**config.mk**
```make
export PLATFORM = sky130hd
export DESIGN_NAME = dmem_arbiter_flat
export DESIGN_NICKNAME = d
export VERILOG_FILES = /design/src/rtl/dmem_arbiter_pkg.sv /design/src/rtl/dmem_arbiter_if.sv /design/src/rtl/dmem_tag_table.sv /design/src/rtl/dmem_arbiter.sv /design/src/flat_wrapper.sv
export SDC_FILE = /design/constraint.sdc
export NUM_CORES = 1
export LEC_CHECK = 0
export BUFFER_PORTS_ARGS = -buffer_cell sky130_fd_sc_hd__buf_2
export CORE_ASPECT_RATIO = 1.1
export CORE_MARGIN = 2
export CORE_UTILIZATION = 52
export DETAILED_ROUTE_END_ITERATION = 7
export PLACE_DENSITY_LB_ADDON = 0.08
export SETUP_SLACK_MARGIN = 0.3
export SLEW_MARGIN = 40
export SYNTH_ARGS = -nofsm -noshare
export SYNTH_HDL_FRONTEND = slang
export SYNTH_SLANG_ARGS = --single-unit
```
**constraint.sdc**
```tcl
create_clock -name clock -period 9.53 [get_ports clock]
set_clock_uncertainty 0.15 [all_clocks]
set_input_delay 0.4765 -clock clock [delete_from_list [all_inputs] [get_ports clock]]
set_output_delay 0.4765 -clock clock [all_outputs]
set_load 0.03 [all_outputs]
```
**src/rtl/dmem_arbiter_pkg.sv**
```systemverilog
// Shared types and constants for the data-memory arbiter: bus commands,
// tag-table entry layout, grant encoding and a small popcount helper.
package dmem_arbiter_pkg;

  localparam logic [1:0] BUS_NONE  = 2'd0;
  localparam logic [1:0] BUS_LOAD  = 2'd1;
  localparam logic [1:0] BUS_STORE = 2'd2;

  localparam int TAG_W         = 4;
  localparam int NUM_TAGS      = 15;
  localparam int DEF_LQ_IDX_W  = 3;

  typedef struct packed {
    logic                    valid;
    logic [DEF_LQ_IDX_W-1:0] idx;
  } DMEM_TAG_ENTRY;

  typedef enum logic [1:0] {
    GNT_NONE = 2'd0,
    GNT_LD   = 2'd1,
    GNT_ST   = 2'd2
  } DMEM_GRANT;

  // Tag 0 means "no tag" on the bus, so only entries 1..15 are ever counted.
  function automatic logic [TAG_W-1:0] popcount_tags(input logic [NUM_TAGS:1] v);
    logic [TAG_W-1:0] n;
    n = '0;
    for (int i = 1; i <= NUM_TAGS; i++) begin
      n = n + TAG_W'(v[i]);
    end
    return n;
  endfunction

endpackage

```
**src/rtl/dmem_arbiter_if.sv**
```systemverilog
// Request, memory-bus and load-response signals of the data-memory arbiter.
// master = the arbiter itself, slave = the pipeline/memory environment.
interface dmem_arbiter_if #(
  parameter int XLEN     = 32,
  parameter int LQ_IDX_W = 3
);
  logic                ld_req_valid;
  logic [XLEN-1:0]     ld_req_addr;
  logic [LQ_IDX_W-1:0] ld_req_idx;
  logic                ld_req_ready;

  logic                st_req_valid;
  logic [XLEN-1:0]     st_req_addr;
  logic [XLEN-1:0]     st_req_data;
  logic                st_req_ready;

  logic                squash;

  logic [1:0]          proc2Dmem_command;
  logic [XLEN-1:0]     proc2Dmem_addr;
  logic [XLEN-1:0]     proc2Dmem_data;
  logic [3:0]          Dmem2proc_response;
  logic [3:0]          Dmem2proc_tag;
  logic [XLEN-1:0]     Dmem2proc_data;

  logic                ld_resp_valid;
  logic [LQ_IDX_W-1:0] ld_resp_idx;
  logic [XLEN-1:0]     ld_resp_data;
  logic [3:0]          ld_outstanding;

  modport master (
    input  ld_req_valid, ld_req_addr, ld_req_idx,
    output ld_req_ready,
    input  st_req_valid, st_req_addr, st_req_data,
    output st_req_ready,
    input  squash,
    output proc2Dmem_command, proc2Dmem_addr, proc2Dmem_data,
    input  Dmem2proc_response, Dmem2proc_tag, Dmem2proc_data,
    output ld_resp_valid, ld_resp_idx, ld_resp_data, ld_outstanding
  );

  modport slave (
    output ld_req_valid, ld_req_addr, ld_req_idx,
    input  ld_req_ready,
    output st_req_valid, st_req_addr, st_req_data,
    input  st_req_ready,
    output squash,
    input  proc2Dmem_command, proc2Dmem_addr, proc2Dmem_data,
    output Dmem2proc_response, Dmem2proc_tag, Dmem2proc_data,
    input  ld_resp_valid, ld_resp_idx, ld_resp_data, ld_outstanding
  );
endinterface

```
**src/rtl/dmem_tag_table.sv**
```systemverilog
// Tag-indexed table of outstanding loads: memory tag -> load-queue slot.
// Free is applied before alloc so a recycled tag keeps its new owner.
module dmem_tag_table
  import dmem_arbiter_pkg::*;
#(
  parameter int LQ_IDX_W = 3
) (
  input  logic                clock,
  input  logic                reset,
  input  logic                alloc_en,
  input  logic [TAG_W-1:0]    alloc_tag,
  input  logic [LQ_IDX_W-1:0] alloc_idx,
  input  logic                free_en,
  input  logic [TAG_W-1:0]    free_tag,
  input  logic                flush,
  input  logic [TAG_W-1:0]    lookup_tag,
  output logic                lookup_valid,
  output logic [LQ_IDX_W-1:0] lookup_idx,
  output logic [TAG_W-1:0]    count
);

  // Slot 0 exists only so tag 0 indexes safely; it is never set.
  logic [15:0]         valid_q;
  logic [LQ_IDX_W-1:0] idx_q [16];

  always_ff @(posedge clock or negedge reset) begin
    if (!reset) begin
      valid_q <= '0;
      for (int i = 0; i < 16; i++) begin
        idx_q[i] <= '0;
      end
    end else if (flush) begin
      valid_q <= '0;
    end else begin
      if (free_en && free_tag != '0) begin
        valid_q[free_tag] <= 1'b0;
      end
      if (alloc_en && alloc_tag != '0) begin
        assert (!valid_q[alloc_tag] || (free_en && free_tag == alloc_tag))
          else $error("dmem_tag_table: load accepted with tag %0d already in use", alloc_tag);
        valid_q[alloc_tag] <= 1'b1;
        idx_q[alloc_tag]   <= alloc_idx;
      end
    end
  end

  assign lookup_valid = valid_q[lookup_tag];
  assign lookup_idx   = idx_q[lookup_tag];
  assign count        = popcount_tags(valid_q[NUM_TAGS:1]);

endmodule

```
**src/rtl/dmem_arbiter.sv**
```systemverilog
// Grants the shared data-memory port to the load unit or the store drain,
// tracks accepted load tags and returns load data to its load-queue slot.
module dmem_arbiter
  import dmem_arbiter_pkg::*;
#(
  parameter int XLEN          = 32,
  parameter int LQ_IDX_W      = 3,
  parameter int MAX_LD_OUT    = 8,
  parameter int MAX_ST_STREAK = 4
) (
  input  logic           clock,
  input  logic           reset,
  dmem_arbiter_if.master bus
);

  localparam int STREAK_W = $clog2(MAX_ST_STREAK + 1);

  DMEM_GRANT           grant;
  logic                ld_elig;
  logic                prio_ld;
  logic                mem_accept;
  logic                ld_acc;
  logic                st_acc;
  logic [1:0]          cmd;
  logic [XLEN-1:0]     addr;
  logic [XLEN-1:0]     wdata;

  logic [STREAK_W-1:0] st_streak;
  logic [TAG_W-1:0]    outstanding;
  logic                tag_hit;
  logic [LQ_IDX_W-1:0] tag_idx;

  logic                resp_valid_q;
  logic [LQ_IDX_W-1:0] resp_idx_q;
  logic [XLEN-1:0]     resp_data_q;

  always_comb begin
    ld_elig = bus.ld_req_valid && (outstanding < TAG_W'(MAX_LD_OUT)) && !bus.squash;
    prio_ld = (st_streak == STREAK_W'(MAX_ST_STREAK));
    grant   = GNT_NONE;
    if (!reset) begin
      grant = GNT_NONE;
    end else if (bus.st_req_valid && !(prio_ld && ld_elig)) begin
      grant = GNT_ST;
    end else if (ld_elig) begin
      grant = GNT_LD;
    end
  end

  always_comb begin
    cmd   = BUS_NONE;
    addr  = '0;
    wdata = '0;
    case (grant)
      GNT_LD: begin
        cmd  = BUS_LOAD;
        addr = bus.ld_req_addr;
      end
      GNT_ST: begin
        cmd   = BUS_STORE;
        addr  = bus.st_req_addr;
        wdata = bus.st_req_data;
      end
      default: ;
    endcase
  end

  assign mem_accept = (grant != GNT_NONE) && (bus.Dmem2proc_response != 4'd0);
  assign ld_acc     = mem_accept && (grant == GNT_LD);
  assign st_acc     = mem_accept && (grant == GNT_ST);

  dmem_tag_table #(.LQ_IDX_W(LQ_IDX_W)) u_tag_table (
    .clock        (clock),
    .reset        (reset),
    .alloc_en     (ld_acc),
    .alloc_tag    (bus.Dmem2proc_response),
    .alloc_idx    (bus.ld_req_idx),
    .free_en      (tag_hit),
    .free_tag     (bus.Dmem2proc_tag),
    .flush        (bus.squash),
    .lookup_tag   (bus.Dmem2proc_tag),
    .lookup_valid (tag_hit),
    .lookup_idx   (tag_idx),
    .count        (outstanding)
  );

  // Stores only count against fairness while a load is actually waiting.
  always_ff @(posedge clock or negedge reset) begin
    if (!reset) begin
      st_streak <= '0;
    end else if (ld_acc || !bus.ld_req_valid) begin
      st_streak <= '0;
    end else if (st_acc && !prio_ld) begin
      st_streak <= st_streak + STREAK_W'(1);
    end
  end

  // A squash kills the delivery of a tag returning in the same cycle.
  always_ff @(posedge clock or negedge reset) begin
    if (!reset) begin
      resp_valid_q <= 1'b0;
      resp_idx_q   <= '0;
      resp_data_q  <= '0;
    end else begin
      resp_valid_q <= tag_hit && !bus.squash;
      if (tag_hit) begin
        resp_idx_q  <= tag_idx;
        resp_data_q <= bus.Dmem2proc_data;
      end
    end
  end

  assign bus.proc2Dmem_command = cmd;
  assign bus.proc2Dmem_addr    = addr;
  assign bus.proc2Dmem_data    = wdata;
  assign bus.ld_req_ready      = ld_acc;
  assign bus.st_req_ready      = st_acc;
  assign bus.ld_resp_valid     = resp_valid_q;
  assign bus.ld_resp_idx       = resp_idx_q;
  assign bus.ld_resp_data      = resp_data_q;
  assign bus.ld_outstanding    = outstanding;

endmodule

```
**src/flat_wrapper.sv**
```systemverilog
// flat-port wrapper written by rule: the top's interface ports become plain ports
module dmem_arbiter_flat import dmem_arbiter_pkg::*;
#(
  parameter int XLEN          = 32,
  parameter int LQ_IDX_W      = 3,
  parameter int MAX_LD_OUT    = 8,
  parameter int MAX_ST_STREAK = 4
)
  (clock, reset, bus_ld_req_valid, bus_ld_req_addr, bus_ld_req_idx, bus_ld_req_ready, bus_st_req_valid, bus_st_req_addr, bus_st_req_data, bus_st_req_ready, bus_squash, bus_proc2Dmem_command, bus_proc2Dmem_addr, bus_proc2Dmem_data, bus_Dmem2proc_response, bus_Dmem2proc_tag, bus_Dmem2proc_data, bus_ld_resp_valid, bus_ld_resp_idx, bus_ld_resp_data, bus_ld_outstanding);
  dmem_arbiter_if #(.XLEN(XLEN), .LQ_IDX_W(LQ_IDX_W)) bus_i ();
  input  logic clock;
  input  logic reset;
  input wire logic [$bits(bus_i.ld_req_valid)-1:0] bus_ld_req_valid;
  input wire logic [$bits(bus_i.ld_req_addr)-1:0] bus_ld_req_addr;
  input wire logic [$bits(bus_i.ld_req_idx)-1:0] bus_ld_req_idx;
  output wire logic [$bits(bus_i.ld_req_ready)-1:0] bus_ld_req_ready;
  input wire logic [$bits(bus_i.st_req_valid)-1:0] bus_st_req_valid;
  input wire logic [$bits(bus_i.st_req_addr)-1:0] bus_st_req_addr;
  input wire logic [$bits(bus_i.st_req_data)-1:0] bus_st_req_data;
  output wire logic [$bits(bus_i.st_req_ready)-1:0] bus_st_req_ready;
  input wire logic [$bits(bus_i.squash)-1:0] bus_squash;
  output wire logic [$bits(bus_i.proc2Dmem_command)-1:0] bus_proc2Dmem_command;
  output wire logic [$bits(bus_i.proc2Dmem_addr)-1:0] bus_proc2Dmem_addr;
  output wire logic [$bits(bus_i.proc2Dmem_data)-1:0] bus_proc2Dmem_data;
  input wire logic [$bits(bus_i.Dmem2proc_response)-1:0] bus_Dmem2proc_response;
  input wire logic [$bits(bus_i.Dmem2proc_tag)-1:0] bus_Dmem2proc_tag;
  input wire logic [$bits(bus_i.Dmem2proc_data)-1:0] bus_Dmem2proc_data;
  output wire logic [$bits(bus_i.ld_resp_valid)-1:0] bus_ld_resp_valid;
  output wire logic [$bits(bus_i.ld_resp_idx)-1:0] bus_ld_resp_idx;
  output wire logic [$bits(bus_i.ld_resp_data)-1:0] bus_ld_resp_data;
  output wire logic [$bits(bus_i.ld_outstanding)-1:0] bus_ld_outstanding;
  assign bus_i.ld_req_valid = bus_ld_req_valid;
  assign bus_i.ld_req_addr = bus_ld_req_addr;
  assign bus_i.ld_req_idx = bus_ld_req_idx;
  assign bus_ld_req_ready = bus_i.ld_req_ready;
  assign bus_i.st_req_valid = bus_st_req_valid;
  assign bus_i.st_req_addr = bus_st_req_addr;
  assign bus_i.st_req_data = bus_st_req_data;
  assign bus_st_req_ready = bus_i.st_req_ready;
  assign bus_i.squash = bus_squash;
  assign bus_proc2Dmem_command = bus_i.proc2Dmem_command;
  assign bus_proc2Dmem_addr = bus_i.proc2Dmem_addr;
  assign bus_proc2Dmem_data = bus_i.proc2Dmem_data;
  assign bus_i.Dmem2proc_response = bus_Dmem2proc_response;
  assign bus_i.Dmem2proc_tag = bus_Dmem2proc_tag;
  assign bus_i.Dmem2proc_data = bus_Dmem2proc_data;
  assign bus_ld_resp_valid = bus_i.ld_resp_valid;
  assign bus_ld_resp_idx = bus_i.ld_resp_idx;
  assign bus_ld_resp_data = bus_i.ld_resp_data;
  assign bus_ld_outstanding = bus_i.ld_outstanding;
  dmem_arbiter #(.XLEN(XLEN), .LQ_IDX_W(LQ_IDX_W), .MAX_LD_OUT(MAX_LD_OUT), .MAX_ST_STREAK(MAX_ST_STREAK)) u_core (.clock(clock), .reset(reset), .bus(bus_i));
endmodule
```
==> impl_metrics.json, run 1 <==
{
  "outcome": "complete, no violations",
  "routabilityCongestion": 0.868,
  "io_buffer_count": 251,
  "drive_gt1_share_pct": 51.9,
  "critPathRequiredTime_ps": 9610,
  "setup.worst_path.start": "u_core.u_tag_table.valid_q[6]",
  "synth-seq-cells": 103,
  "cp.arrival_ps": 6140,
  "crit_fanout": 34,
  "synthesis.nets": 643,
  "regToRegSetupSlack_ps": 3470,
  "num_rows": 40,
  "routedWlPerCell_um": 17.5,
  "ys_warn_count": 0,
  "synth_edf_count": 0,
  "drtIter0Drc": 385,
  "peakVddDrop_v": 0.0000774,
  "reg2reg_depth": 16,
  "endpoint_kind": "register",
  "drc": 0,
  "synth_seq_area_share_pct": 45.1,
  "drt-total-wl_mm": 15.1,
  "synth_top_area_cell": "dfrtp_1",
  "htree_levels": 3,
  "numCtsBuffers": 9,
  "clk_pin_slew_ps": 80,
  "rsz0062_at_grt": "false",
  "synthCells": 480,
  "placed_area_um2": 7040,
  "grt_overflow_total": 0,
  "dp_hpwl_mm": 11.4,
  "place_ws_ps": 3570,
  "grt_max_degree": 74,
  "grt_util_all_layers_pct": 25.7,
  "r2r-end": "u_core.u_tag_table.idx_q[33]",
  "p_leak_nw": 3.89,
  "avgSynthCellArea_um2": 11.9,
  "firstDrtPassIters": 6,
  "clk_latency_ps": 350,
  "stdcell_count": 864,
  "postCtsSetupBuffers": 0,
  "hold_end": "u_core.bus.ld_resp_data[19]",
  "tns_ps": 0,
  "area_growth_pct": 28.5,
  "fmax_ghz": 0.165,
  "stdcell_area_um2": 7350,
  "p_per_area_nw_per_um2": 132,
  "yosysTopAreaCellShare_pct": 45.1,
  "min_path_cells": 2,
  "async_reset_ff_share_pct": 100,
  "clockBufferDepth": 2,
  "die-area_um2": 11900,
  "path_class": "register to register",
  "vias": 4685,
  "slew_headroom_pct": 56.1,
  "ant_nets": 0,
  "ios": 252,
  "finalSetupViolCount": 0,
  "timing.final.ws_setup_ps": 3470,
  "timing.max_cap.violations": 0,
  "finalCriticalPeriod_ps": 6060,
  "ctsResizeCount": 0,
  "core_area_um2": 10800,
  "vias_per_cell": 5.42,
  "ys_types": 38,
  "finalHoldViolCount": 0,
  "worst_slew_pin_slew_ps": 658,
  "synth_flop_cell": "dfrtp_1",
  "clock-sinks": 103,
  "start_util_pct": 52.9,
  "cts-root-buf": "clkbuf_16",
  "final.period_utilization_pct": 63.6,
  "cts_tree": "built",
  "hp-start": "bus_Dmem2proc_data[19]",
  "diodes": 0,
  "grt_pass1_wl_mm": 24.2,
  "grt_pass1_vias": 4574,
  "antenna_found_initial": 1,
  "num-nets-final": 875,
  "netlist_area_um2": 5720,
  "slew_violations": 0,
  "startpoint_type": "register",
  "dp_cells": 847,
  "synthTopCellsByArea": "dfrtp_1 (45%), mux2_2 (10%), mux2_4 (7.6%)",
  "reg2reg_from": "u_core.u_tag_table.valid_q[6]",
  "hold_path.class": "primary input to register",
  "die_w_um": 104,
  "die_y_um": 114
}
## Yosys cell counts (2+ instances only)
| master | number |
|---|---|
| a21oi_1 | 2 |
| a22oi_1 | 35 |
| a31o_2 | 3 |
| and2_1 | 34 |
| and3_1 | 3 |
| buf_2 | 2 |
| buf_6 | 3 |
| clkbuf_1 | 28 |
| dfrtp_1 | 103 |
| fa_1 | 10 |
| ha_1 | 9 |
| inv_1 | 23 |
| mux2_2 | 51 |
| mux2_4 | 29 |
| mux2i_4 | 2 |
| mux4_2 | 16 |
| nand2_1 | 20 |
| nand2b_1 | 8 |
| nand3_1 | 12 |
| nand3b_1 | 2 |
| nor2_1 | 45 |
| nor2b_1 | 6 |
| nor3_1 | 3 |
| nor4_1 | 2 |
| o211ai_1 | 6 |
| o21ai_0 | 5 |
| o311ai_0 | 4 |
| o31ai_1 | 2 |
| or4_1 | 2 |
| xnor2_1 | 2 |
## worst max path at each step
stage | end | cells past startpoint
6_report | u_core.u_tag_table.idx_q[33] | 16
5_1_grt | u_core.u_tag_table.idx_q[23] | 16
4_1_cts | bus_st_req_ready | 15
3_5_place_dp | u_core.u_tag_table.idx_q[33] | 16
3_3_place_gp | u_core.u_tag_table.idx_q[35] | 16
2_1_floorplan | u_core.u_tag_table.idx_q[21] | 17
## final cells by class
| cell class | count | area (um^2) |
|---|---|---|
| clock inverter | 7 | 65.1 |
| inverter | 23 | 86.3 |
| multi-input combinational | 321 | 2920 |
| timing repair buffer | 254 | 1290 |
| clock buffer | 9 | 225 |
| tap | 147 | 184 |
| sequential | 103 | 2580 |
| fill | 852 | 3460 |
## sequential cells by signal, summed over array words and instances, names as in the netlist
name                        flops
u_core.bus.ld_resp_data        32
u_core.u_tag_table.idx_q       48
u_core.st_streak                3
u_core.u_tag_table.valid_q     16
u_core.bus.ld_resp_valid        1
u_core.bus.ld_resp_idx          3
## logic make-up (layout without fill, tap and decap cells)
kind of cell | after synthesis | in the layout | share of synthesized area, %
AO/OA/AOI/OAI | 60 | 60 | 7.72
XOR/XNOR | 3 | 3 | 0.460
AND/OR/NAND/NOR | 140 | 140 | 12.3
flip-flops | 103 | 103 | 45.1
multiplexers | 99 | 99 | 24.9
buffers and inverters | 56 | 293 | 4.11
adder cells (fa/ha/maj) | 19 | 19 | 5.47
## placed cells by master (no fill, tap or decap), types with 3 or more instances in the layout
| cell type | count |
|---|---|
| o21ai_0 | 5 |
| o311ai_0 | 4 |
| a22oi_1 | 35 |
| nor2_1 | 45 |
| nor3_1 | 3 |
| fa_1 | 10 |
| and3_1 | 3 |
| dfrtp_1 | 103 |
| nand2_1 | 20 |
| clkbuf_16 | 9 |
| mux2_4 | 29 |
| a31o_2 | 3 |
| ha_1 | 7 |
| o211ai_1 | 6 |
| nand3_1 | 12 |
| nand2b_1 | 8 |
| buf_2 | 250 |
| nor2b_1 | 6 |
| mux2_2 | 51 |
| mux4_2 | 16 |
| inv_1 | 23 |
| and2_1 | 34 |
## routing by layer
metal / track usage (%) / share of wire, % / vias up
met5: 0 / 0.046 / -
met4: 6.58 / 1.2 / 2
met3: 5.66 / 7.2 / 22
met2: 43.1 / 50 / 244
met1: 34.2 / 42 / 2244
li1: - / - / 2173
## repair_timing
item / 4_1_cts / 5_1_grt
endpoints found under the hold margin: 30 / 0
setup endpoints to repair: 0 / 0
hold buffers: 1 / 0
## stage by stage
stage               total power, mW  hold slack, ps  utilization [%]
detailed placement            0.621             215             65.1
global route                   1.01             198             68.0
CTS                           0.974             198             67.9
finish                        0.968             202             68.0
global placement              0.618             210             65.0
floorplan                     0.552            30.9                -
## worst max-delay path: stages (launching register included)
cell	delay (ps)
dfrtp_1	430
fa_1	540
inv_1	50
fa_1	480
fa_1	510
fa_1	490
inv_1	40
fa_1	380
a21o_1	170
a21oi_1	190
and3_1	250
and3_1	200
ha_2	600
nor3b_1	370
nand3b_1	240
nor3_1	450
mux2_2	400
## report_power, final
part	switching [mW]	internal, mW	total, mW
clock network	0.172	0.183	0.355
registers	0.00610	0.449	0.455
logic	0.0960	0.0623	0.158
Note: power is estimated with default switching activity, not from simulation.
==> run 2: changes to the inputs <==
--- a/config.mk
+++ b/config.mk
@@ -8,7 +8,7 @@
 export BUFFER_PORTS_ARGS = -buffer_cell sky130_fd_sc_hd__buf_2
 export CORE_ASPECT_RATIO = 1.1
 export CORE_MARGIN = 2
-export CORE_UTILIZATION = 52
+export CORE_UTILIZATION = 48
 export DETAILED_ROUTE_END_ITERATION = 7
 export PLACE_DENSITY_LB_ADDON = 0.08
 export SETUP_SLACK_MARGIN = 0.3
==> constraint.sdc (replaced) <==
create_clock -name clock -period 5.7 [get_ports clock]
set_clock_uncertainty 0.15 [all_clocks]
set_input_delay 0.285 -clock clock [delete_from_list [all_inputs] [get_ports clock]]
set_output_delay 0.285 -clock clock [all_outputs]
set_load 0.03 [all_outputs]
==> impl_metrics.json, run 2 (same netlist as run 1, synthesis figures left out) <==
{
  "slew_headroom_pct": 58.5,
  "pwr-share-seq_pct": 46.6,
  "cts_tree": "built",
  "routedWlPerCell_um": 18.8,
  "cp_num_cells": 16,
  "regToRegSetupSlack_ps": 450,
  "tns_ps": 0,
  "diodes": 0,
  "dp_hpwl_mm": 12.5,
  "ant_nets": 0,
  "setup.worst_path.start": "u_core.u_tag_table.valid_q[6]",
  "grt_overflow_total": 0,
  "drt-total-wl_mm": 16.5,
  "firstDrtPassIters": 5,
  "p_total_mw": 1.63,
  "final_cell_mix": "buf_2 (244), dfrtp_1 (103), mux2_2 (51), nor2_1 (42)",
  "p_per_area_nw_per_um2": 215,
  "vias_per_cell": 5.53,
  "reg2reg_from": "u_core.u_tag_table.valid_q[6]",
  "final_common_cell": "buf_2",
  "r2r-end": "u_core.u_tag_table.idx_q[29]",
  "area_growth_pct": 32.6,
  "dp_cells": 853,
  "vias": 4863,
  "start_util_pct": 49.6,
  "clock_power_share_pct": 36.2,
  "hold_path.class": "primary input to register",
  "timing.hold.ws_ps": 24.9,
  "rsz0062_at_grt": "true",
  "routabilityCongestion": 0.943,
  "drtIter0Drc": 407,
  "internal_power_mw": 1.17,
  "timing.max_cap.violations": 0,
  "endpoint": "bus_proc2Dmem_addr[18]",
  "cts-root-buf": "clkbuf_16",
  "die-area_um2": 12800,
  "p_sw_uw": 465,
  "placed_area_um2": 7070,
  "cp_cell_sequence": "fa_1, inv_1, fa_1, fa_1, fa_1, inv_1, fa_1, a21o_1, a21oi_2, and3_4, a31oi_1, ha_4, buf_12, a22oi_1, nor2_1, buf_2",
  "p_leak_nw": 3.98,
  "drc": 0,
  "num-nets-final": 887,
  "fin_util_pct": 65.7,
  "drive_gt1_share_pct": 54.3,
  "finalSetupViolCount": 0,
  "grt_util_all_layers_pct": 25.3,
  "grt_pass1_vias": 4796,
  "grt_pass1_wl_mm": 25.3,
  "place_ws_ps": 15.3,
  "core_area_um2": 11500,
  "p_comb_share_pct": 17.3,
  "reg2reg_depth": 17,
  "finalHoldViolCount": 0,
  "die_w_um": 108,
  "crit_family": "adder cells",
  "outcome": "complete, no violations",
  "htree_levels": 3,
  "clockBufferDepth": 2,
  "slowest_delay_ps": 540,
  "clk_latency_ps": 340,
  "slew_violations": 0,
  "final.period_utilization_pct": 92.9,
  "startpoint_type": "register",
  "peakVddDrop_v": 0.000145,
  "top_register": "u_core.u_tag_table.idx_q",
  "fillers": 883,
  "worst_slew_pin_slew_ps": 622,
  "stdcell_area_um2": 7590,
  "endpoint_kind": "output pin",
  "fmax_ghz": 0.189,
  "path_class": "register to output pin",
  "stdcell_count": 879,
  "largest_reg_flops": 48,
  "num_rows": 41,
  "cpMostUsedCell": "fa_1",
  "clk_pin_slew_ps": 70,
  "ios": 252,
  "crit_fanout": 11,
  "numCtsBuffers": 9,
  "io_buffer_count": 251,
  "antenna_found_initial": 2,
  "cp.buffers_inverters": 4,
  "switching_share_pct": 28.5,
  "finalCriticalPeriod_ps": 5300,
  "timing.final.ws_setup_ps": 405,
  "die_y_um": 118,
  "cp.arrival_ps": 4860,
  "grt_max_degree": 71,
  "clock-sinks": 103,
  "critPathRequiredTime_ps": 5270,
  "cp_slowest_cell": "fa_1"
}
run 2: changes by cell type in the layout (fill, tap and decap cells not counted), sizes merged:
cell / before / now
clkbuf: 9 / 11
buf: 253 / 263
clkinv: 2 / 3
inv: 26 / 27
clkinvlp: 2 / 0
run 2: area by class of cell:
class                   count  area, um^2  area share (%)
flip-flops and latches    103        2580            34.0
repair buffers            266        1430            18.8
inverters                  23        86.3            1.14
clock inverters             7        65.1           0.858
multi-input cells         321        3020            39.7
clock buffers               9         225            2.97
well taps                 150         188            2.47
run 2: worst min path at each step:
stage	from	endpoint	slack, ps	depth (start not counted)
2_1_floorplan	reset	u_core.bus.ld_resp_data[0]	-160	0
3_5_place_dp	reset	u_core.bus.ld_resp_data[23]	130	1
6_report	bus_Dmem2proc_data[17]	u_core.bus.ld_resp_data[17]	20	2
4_1_cts	bus_Dmem2proc_data[17]	u_core.bus.ld_resp_data[17]	20	2
5_1_grt	bus_Dmem2proc_data[20]	u_core.bus.ld_resp_data[20]	20	2
3_3_place_gp	reset	u_core.bus.ld_resp_data[23]	110	1
run 2: repair_timing:
action,CTS,global route
setup endpoints to repair,69,113
endpoints found under the hold margin,33,0
setup buffers,7,2
pin swaps,3,5
hold buffers,1,0
gates resized for setup,9,24
run 2: layer usage:
layer  up-vias  share of wire, %  global-route usage (%)
met5         -              0.13                       0
li1       2186                 -                       -
met3        16               7.9                    4.69
met1      2422                43                    36.4
met2       235                48                    41.0
met4         4              0.79                    3.93
run 2: power groups by stage:
stage,registers [mW],logic [mW],clock network (mW)
2_1_floorplan,0.804,0.118,0
3_3_place_gp,0.773,0.264,0
3_5_place_dp,0.775,0.268,0
4_1_cts,0.760,0.277,0.600
5_1_grt,0.762,0.302,0.638
6_report,0.760,0.282,0.590
run 2: worst reg2reg max path, cell delays in order, from the launching register on:
cell and delay [ps]:
dfrtp_1 420, fa_1 540, inv_1 50, fa_1 540, fa_1 440, fa_1 480
inv_1 50, fa_1 390, a21o_1 180, a21oi_2 160, and3_4 250, and3_4 220
ha_4 160, nor3b_4 230, nand3b_1 100, buf_4 170, nor2_1 240, mux2_2 370
